[src/rtl/texel_serializer_pkg.sv]
// Shared texel types, frame marker defaults and word-index encoding for the texel
// serializer/assembler pair. Latency: n/a (types only). Backpressure: n/a.
package texel_serializer_pkg;

  typedef struct packed {
    logic [15:0] x;
    logic [15:0] y;
    logic [15:0] z;
  } Vertex3D;

  typedef struct packed {
    Vertex3D p;
    Vertex3D q;
    Vertex3D r;
  } Triangle3D;

  typedef struct packed {
    logic [7:0] r;
    logic [7:0] g;
    logic [7:0] b;
  } Color;

  // 144-bit triangle plus 24-bit colour: the 168-bit holding register
  typedef struct packed {
    Triangle3D vert;
    Color      col;
  } texel_t;

  localparam logic [31:0] FRAME_START_WORD = 32'd0;
  localparam logic [31:0] FRAME_END_WORD   = 32'd1;

  // Position of each 32-bit word within an outgoing frame
  typedef enum logic [2:0] {
    IDX_START = 3'd0,
    IDX_PYX   = 3'd1,
    IDX_QXPZ  = 3'd2,
    IDX_QZY   = 3'd3,
    IDX_RYX   = 3'd4,
    IDX_GRRZ  = 3'd5,
    IDX_B     = 3'd6,
    IDX_END   = 3'd7
  } word_idx_e;

  typedef enum logic {
    ST_IDLE = 1'b0,
    ST_SEND = 1'b1
  } state_e;

endpackage

[src/rtl/texel_serializer.sv]
// Captures one texel and emits it as an 8-word frame (start, 6 payload, end); first word one cycle
// after capture, 9-cycle period. Backpressure: ahb_buffer_full freezes the current word and index.
module texel_serializer
  import texel_serializer_pkg::*;
#(
  parameter logic [31:0] FRAME_START = FRAME_START_WORD,
  parameter logic [31:0] FRAME_END   = FRAME_END_WORD
) (
  input  logic        clk,
  input  logic        n_rst,
  input  Triangle3D   texel_vertices_in,
  input  Color        texel_color_in,
  input  logic        texel_valid,
  output logic        texel_accept,
  output logic [31:0] ahb_write_buffer,
  output logic        ahb_write_valid,
  input  logic        ahb_buffer_full
);

  state_e      r_state;
  word_idx_e   r_idx;
  texel_t      r_hold;
  logic [31:0] r_word;
  logic        r_vld;

  word_idx_e   w_next_idx;
  logic [31:0] w_next_word;
  logic        w_xfer;

  // Gated by n_rst so the producer never sees an accept while reset is held
  assign texel_accept     = (r_state == ST_IDLE) && n_rst;
  assign ahb_write_buffer = r_word;
  assign ahb_write_valid  = r_vld;

  assign w_xfer     = r_vld && !ahb_buffer_full;
  assign w_next_idx = word_idx_e'(r_idx + 3'd1);

  // Word that becomes visible after the current one transfers
  always_comb begin
    w_next_word = 32'h0;
    case (w_next_idx)
      IDX_START: w_next_word = FRAME_START;
      IDX_PYX:   w_next_word = {r_hold.vert.p.y, r_hold.vert.p.x};
      IDX_QXPZ:  w_next_word = {r_hold.vert.q.x, r_hold.vert.p.z};
      IDX_QZY:   w_next_word = {r_hold.vert.q.z, r_hold.vert.q.y};
      IDX_RYX:   w_next_word = {r_hold.vert.r.y, r_hold.vert.r.x};
      IDX_GRRZ:  w_next_word = {r_hold.col.g, r_hold.col.r, r_hold.vert.r.z};
      IDX_B:     w_next_word = {24'h0, r_hold.col.b};
      IDX_END:   w_next_word = FRAME_END;
      default:   w_next_word = 32'h0;
    endcase
  end

  always_ff @(posedge clk) begin
    if (!n_rst) begin
      r_state <= ST_IDLE;
      r_idx   <= IDX_START;
      r_hold  <= '0;
      r_word  <= 32'h0;
      r_vld   <= 1'b0;
    end else begin
      case (r_state)
        ST_IDLE: begin
          if (texel_valid) begin
            r_hold  <= '{vert: texel_vertices_in, col: texel_color_in};
            r_state <= ST_SEND;
            r_idx   <= IDX_START;
            r_word  <= FRAME_START;
            r_vld   <= 1'b1;
          end
        end
        ST_SEND: begin
          if (w_xfer) begin
            if (r_idx == IDX_END) begin
              r_state <= ST_IDLE;
              r_idx   <= IDX_START;
              r_word  <= 32'h0;
              r_vld   <= 1'b0;
            end else begin
              r_idx  <= w_next_idx;
              r_word <= w_next_word;
            end
          end
        end
        default: begin
          r_state <= ST_IDLE;
          r_idx   <= IDX_START;
          r_word  <= 32'h0;
          r_vld   <= 1'b0;
        end
      endcase
    end
  end

endmodule

[config.mk]
export PLATFORM = sky130hd
export DESIGN_NAME = texel_serializer
export DESIGN_NICKNAME = d
export VERILOG_FILES = /design/src/rtl/texel_serializer_pkg.sv /design/src/rtl/texel_serializer.sv
export SDC_FILE = /design/constraint.sdc
export NUM_CORES = 1
export LEC_CHECK = 0
export BUFFER_PORTS_ARGS = -buffer_cell sky130_fd_sc_hd__buf_2
export CORE_AREA = 2 2 124 126
export CTS_CLUSTER_DIAMETER = 200
export CTS_CLUSTER_SIZE = 24
export DETAILED_ROUTE_END_ITERATION = 12
export DIE_AREA = 0 0 126 128
export HOLD_SLACK_MARGIN = 0.05
export PLACE_DENSITY = 0.85
export SETUP_SLACK_MARGIN = 0.5
export SLEW_MARGIN = 20
export SYNTH_ARGS = -nofsm -noshare
export SYNTH_HDL_FRONTEND = slang
export SYNTH_SLANG_ARGS = --single-unit
[constraint.sdc]
create_clock -name clk -period 3.1 [get_ports clk]
set_input_delay 0.62 -clock clk [delete_from_list [all_inputs] [get_ports clk]]
set_output_delay 0.62 -clock clk [all_outputs]
set_load 0.1 [all_outputs]
==> results.yml, run 1 <==
outcome:
  status: "finished clean"
yosys:
  yosys-top-cells-area: "dfxtp_1 (48%), a21boi_1 (15%), nand2_1 (15%), a222oi_1 (4.5%), mux2i_1 (3.7%)"
  synth-edff-count: 0
  synth.distinct_cells: 27
  syn_area_mm2: 0.00849
  synth.most_common_cell: "nand2_1"
  async_flop_share_pct: 0
  netlist_top_cells_count: "nand2_1 (338), dfxtp_1 (205), a21boi_1 (171)"
  synth.top_cell.area_share_pct: 48.3
  ys_seq_area_share_pct: 48.3
  syn_inst: 957
  yosys_warnings: 0
  syn-num-nets: 1135
  synth_ff_type: "dfxtp_1"
  synth_seq_cells: 205
  yosys.area.top_type: "dfxtp_1"
  syn_avg_cell_area_um2: 8.87
routing:
  drcViolationCount: 0
  via_per_inst: 5.70
  num_vias: 7359
  detail-route-antenna-nets: 0
  routedWlPerCell_um: 16.7
  first_pass_iters: 8
  drt_wl_total_mm: 21.5
  drtIter0Drc: 854
placed_design:
  dpl.hpwl_mm: 14.3
  io_buffer_count: 205
  gp_congestion: 0.800
run:
  cap_violations: 0
sta:
  fin_crit_sh_pct: 73.2
  setup_tns_ns: 0
  fmax_ghz: 0.441
  min_period_ns: 2.27
  hold_viol: 0
  setup_viol: 0
  fin_worst_skew_ns: 0.00867
  rsz0062_at_grt: "false"
  max_slew_margin_pct: 45.6
  timing.final.max_slew_violations: 0
  tightest_slew_ns: 0.816
clocking:
  cts.sinks: 205
  htree_num_levels: 1
  cts.clk_slew.worst_paths_ns: 0.09
  cts_root_buf: "clkbuf_16"
  insertion_delay_ns: 0.46
  tritoncts: "built"
  cts-resized-gates: 0
  post_cts_buffers: 0
  ctsHoldBuffers: 0
  cts_buffers: 12
  clock_path_buffers: 3
floorplan:
  core_mm2: 0.0149
  die_area_mm2: 0.0161
  die_w_um: 126
  start_util_pct: 57.1
  die_y_um: 128
  rows: 45
  ioPinCount: 206
cells_and_area:
  syn_to_final_growth_pct: 15.7
  final_util_pct: 66.1
  fillers: 1261
  drive_above_1_share_pct: 22.1
  finalNetCount: 1279
global_route:
  grt-ovfl-total: 0
  grt_pass1_vias: 6839
  grt_first_pass_wirelength_mm: 33.9
  grt_max_degree: 172
  antenna_found_initial: 1
  grt_usage_pct: 25.6
critical_path:
  path_class: "register to register"
  crit_arrival_ns: 2.67
  worst-path-max-fanout: 34
  r2r_slack_ns: 0.83
  cp-start-kind: "register"
  cp-end-kind: "register"
  worstPathRequired_ns: 3.50
power:
  irDropWorstVdd_v: 0.000375
  power_density_mw_per_mm2: 510
  leakagePower_uw: 0.00400
min_path:
  holdCritPathClass: "input port to register"
[kinds of logic (layout without fill, tap and decap cells)]
kind of cell,count (synthesis),in the layout,share of synthesized area (%)
AND/OR/NAND/NOR,354,354,16.2
AO/OA/AOI/OAI,271,271,25.8
flip-flops,205,205,48.3
buffers and inverters,90,234,5.12
multiplexers,31,31,3.66
adder cells (fa/ha/maj),6,6,0.884
other,0,1,0
[layout by cell type (no fill, tap or decap)]
master / count
ha_1: 1
nor4b_4: 1
nand2b_4: 1
nand2_1: 338
a221oi_1: 1
nand3b_2: 1
buf_2: 204
a222oi_1: 38
a22o_1: 32
a2111oi_4: 1
ha_2: 5
buf_12: 2
mux2i_1: 31
o21ai_0: 1
a22oi_1: 25
nor2_1: 4
nor2b_4: 1
buf_4: 11
a21boi_1: 171
diode_2: 1
o221ai_1: 1
inv_1: 3
dfxtp_1: 205
clkinv_8: 1
nand3_1: 5
nor2b_2: 1
and3_2: 1
and3b_1: 1
a21oi_1: 1
clkbuf_16: 13
[path summary, 6_finish.rpt]
kind                               start  depth (start not counted)                    to
setup / recovery                r_idx[0]                          6  ahb_write_buffer[16]
hold reg to reg              r_hold[118]                          2           r_hold[118]
hold / removal    texel_vertices_in[132]                          3           r_hold[156]
setup reg to reg                r_idx[0]                          6  ahb_write_buffer[16]
[stage by stage]
stage / total power (uW) / cells / area (um2) / setup WS, ns / hold WS, ns
after floorplan: 3250 / 957 / 8490 / 0.536 / 0.434
after global placement: 3440 / 1275 / 9470 / 0.702 / 0.440
after detailed placement: 3460 / 1275 / 9480 / 0.875 / 0.445
after CTS: 5030 / 1289 / 9820 / 0.869 / 0.375
after global routing: 5210 / 1290 / 9820 / 0.732 / 0.378
final: 5010 / 1290 / 9820 / 0.831 / 0.380
[critical path, cell delays in order, from the launching register on]
cell and delay (ns):
dfxtp_1 0.36, inv_1 0.12, ha_2 0.73, a2111oi_4 0.10, nor4b_4 0.28, buf_4 0.40, a22o_1 0.20
[metal layers]
| layer | vias up | part of all wire [%] | GRT usage [%] |
|---|---|---|---|
| met2 | 276 | 47 | 41.7 |
| met5 | - | 0 | 0 |
| li1 | 3577 | - | - |
| met1 | 3465 | 43 | 35.2 |
| met3 | 41 | 7.5 | 4.72 |
| met4 | 0 | 2.3 | 7.24 |
[flip-flops by register name, summed over array words and instances, names as in the netlist]
| name | cells |
|---|---|
| ahb_write_buffer | 32 |
| r_hold | 168 |
| r_state | 1 |
| ahb_write_valid | 1 |
| r_idx | 3 |
[cell type report]
cell class | instances | area (um2) | share of cell area [%]
diodes | 1 | 2.50 | 0.0255
multi-input cells | 662 | 3980 | 40.5
well taps | 188 | 235 | 2.40
inverters | 3 | 11.3 | 0.115
repair buffers | 217 | 1140 | 11.6
clock buffers | 13 | 325 | 3.31
flip-flops and latches | 205 | 4100 | 41.8
clock inverters | 1 | 16.3 | 0.166
[report_power, final]
part	switching [uW]	internal [uW]	leakage [uW]	total (uW)
logic	320	244	0.00216	564
registers	75.0	2760	0.00168	2830
clock network	847	761	0.000167	1610
total	1240	3760	0.00400	5010
No activity file was read; power rests on OpenSTA's default activity.
==> run 2, diff against run 1 <==
- CORE_AREA: 2 2 124 126 -> 2 2 136 138
- DIE_AREA: 0 0 126 128 -> 0 0 138 140
- PLACE_DENSITY: 0.85 -> 0.75
- clock period: 3.1 -> 2.05 ns (I/O delays scaled with it)
==> results.yml, run 2 (same netlist as run 1, synthesis figures left out) <==
routing:
  first_pass_iters: 9
  via_per_inst: 5.41
  num_vias: 7283
  routedWlPerCell_um: 17.1
  drcViolationCount: 0
  drt_wl_total_mm: 23.1
  drtIter0Drc: 784
  detail-route-antenna-nets: 0
floorplan:
  start_util_pct: 47.7
  die_area_mm2: 0.0193
  core_mm2: 0.0178
  die_w_um: 138
  die_y_um: 140
  ioPinCount: 206
  rows: 49
run:
  cap_violations: 0
critical_path:
  crit_arrival_ns: 2.26
  cp-start-kind: "register"
  worst-path-max-fanout: 11
  cp-end-kind: "register"
  path_class: "register to register"
  worstPathRequired_ns: 2.41
sta:
  timing.final.max_slew_violations: 0
  fin_crit_sh_pct: 93.0
  setup_tns_ns: 0
  fin_worst_skew_ns: 0.0163
  rsz0062_at_grt: "true"
  fmax_ghz: 0.525
  holdWs_ns: 0.158
  hold_viol: 0
  tightest_slew_ns: 0.721
  max_slew_margin_pct: 52.0
  setup_viol: 0
  min_period_ns: 1.91
cells_and_area:
  regMostFlops: "r_hold"
  largest_reg_flops: 168
  finalNetCount: 1294
  final_common_cell: "nand2_1"
  fillers: 1571
  final_cell_mix: "nand2_1 (338), dfxtp_1 (190), a21boi_1 (171)"
  syn_to_final_growth_pct: 23.9
  drive_above_1_share_pct: 24.6
power:
  irDropWorstVdd_v: 0.000483
  pwr-share-comb_pct: 11.7
  clockPowerShare_pct: 32.4
  p_sw_uw: 1940
  power_switching_share_pct: 25.3
  power_density_mw_per_mm2: 730
  pwr-share-seq_pct: 55.8
  internal_power_uw: 5740
  leakagePower_uw: 0.00418
clocking:
  cts_buffers: 12
  insertion_delay_ns: 0.47
  ctsHoldBuffers: 0
  htree_num_levels: 1
  clock_path_buffers: 3
  tritoncts: "built"
  cts.sinks: 205
  cts.clk_slew.worst_paths_ns: 0.09
  cts_root_buf: "clkbuf_16"
global_route:
  grt_first_pass_wirelength_mm: 35.7
  grt-ovfl-total: 0
  grt-busiest-layer: "met2"
  globalRouteMet1Util_pct: 31.0
  grt_pass1_vias: 6769
  grt_max_degree: 90
  antenna_found_initial: 1
  grt_util_met3_pct: 3.76
  grt_usage_pct: 22.4
  grt_use_met2_pct: 36.7
placed_design:
  dpl.hpwl_mm: 15.3
  io_buffer_count: 205
  gp_congestion: 0.815
min_path:
  holdCritPathClass: "input port to register"
outcome:
  status: "finished clean"
## run 2: stage by stage
stage / worst slack (ns) / instance area [um2] / total power, uW / cells / utilization [%]
CTS: 0.179 / 10300 / 7690 / 1337 / 57.7
global route: 0.108 / 10500 / 7980 / 1347 / 59.2
detailed placement: 0.105 / 9660 / 5250 / 1321 / 54.3
global placement: 0.190 / 9660 / 5230 / 1321 / 54.3
finish: 0.144 / 10500 / 7680 / 1347 / 59.2
floorplan: 0.263 / 8540 / 4920 / 957 / -
## run 2: repair_timing
item                       4_1_cts  5_1_grt
pin swaps                        2        8
gates cloned                     0        1
buffers inserted                 1        8
setup endpoints to repair       66       53
resized for setup               76       45
## run 2: final cells by class
type / instances / area [um2] / area share, %
clock buffer: 14 / 329 / 3.13
timing repair buffer: 232 / 1710 / 16.3
tap: 229 / 287 / 2.72
inverter: 3 / 15.0 / 0.143
antenna: 1 / 2.50 / 0.0238
sequential: 205 / 4130 / 39.3
multi-input combinational: 662 / 4030 / 38.3
clock inverter: 1 / 16.3 / 0.155
## run 2: metal layers
layer | vias to the layer above | share of wire (%) | wire [um]
li1 | 3614 | - | -
met1 | 3405 | 45 | 10300
met2 | 234 | 47 | 10900
met3 | 30 | 6.2 | 1430
met4 | 0 | 1.9 | 436
met5 | - | 0 | 0
## run 2: worst max-delay path: stages (launching register included)
cell and delay, ns:
dfxtp_4 0.39, clkinvlp_4 0.12, buf_4 0.16, ha_4 0.21, a222oi_1 0.54, mux2i_1 0.15, a22o_1 0.23
## run 2: path summary, 6_finish.rpt
| path | slack [ns] | startpoint | to | cells past startpoint |
|---|---|---|---|---|
| setup / recovery | 0.14 | r_idx[0] | ahb_write_buffer[2] | 6 |
| hold / removal | 0.16 | texel_vertices_in[19] | r_hold[43] | 3 |
| setup reg to reg | 0.14 | r_idx[0] | ahb_write_buffer[2] | 6 |
| hold reg to reg | 0.46 | r_hold[5] | r_hold[5] | 2 |
## run 2: power by group through the flow
stage | sequential, uW | clock (uW) | combinational [uW]
floorplan | 4370 | 0 | 549
global placement | 4370 | 0 | 858
detailed placement | 4370 | 0 | 875
CTS | 4280 | 2520 | 888
global route | 4310 | 2680 | 998
finish | 4290 | 2490 | 901
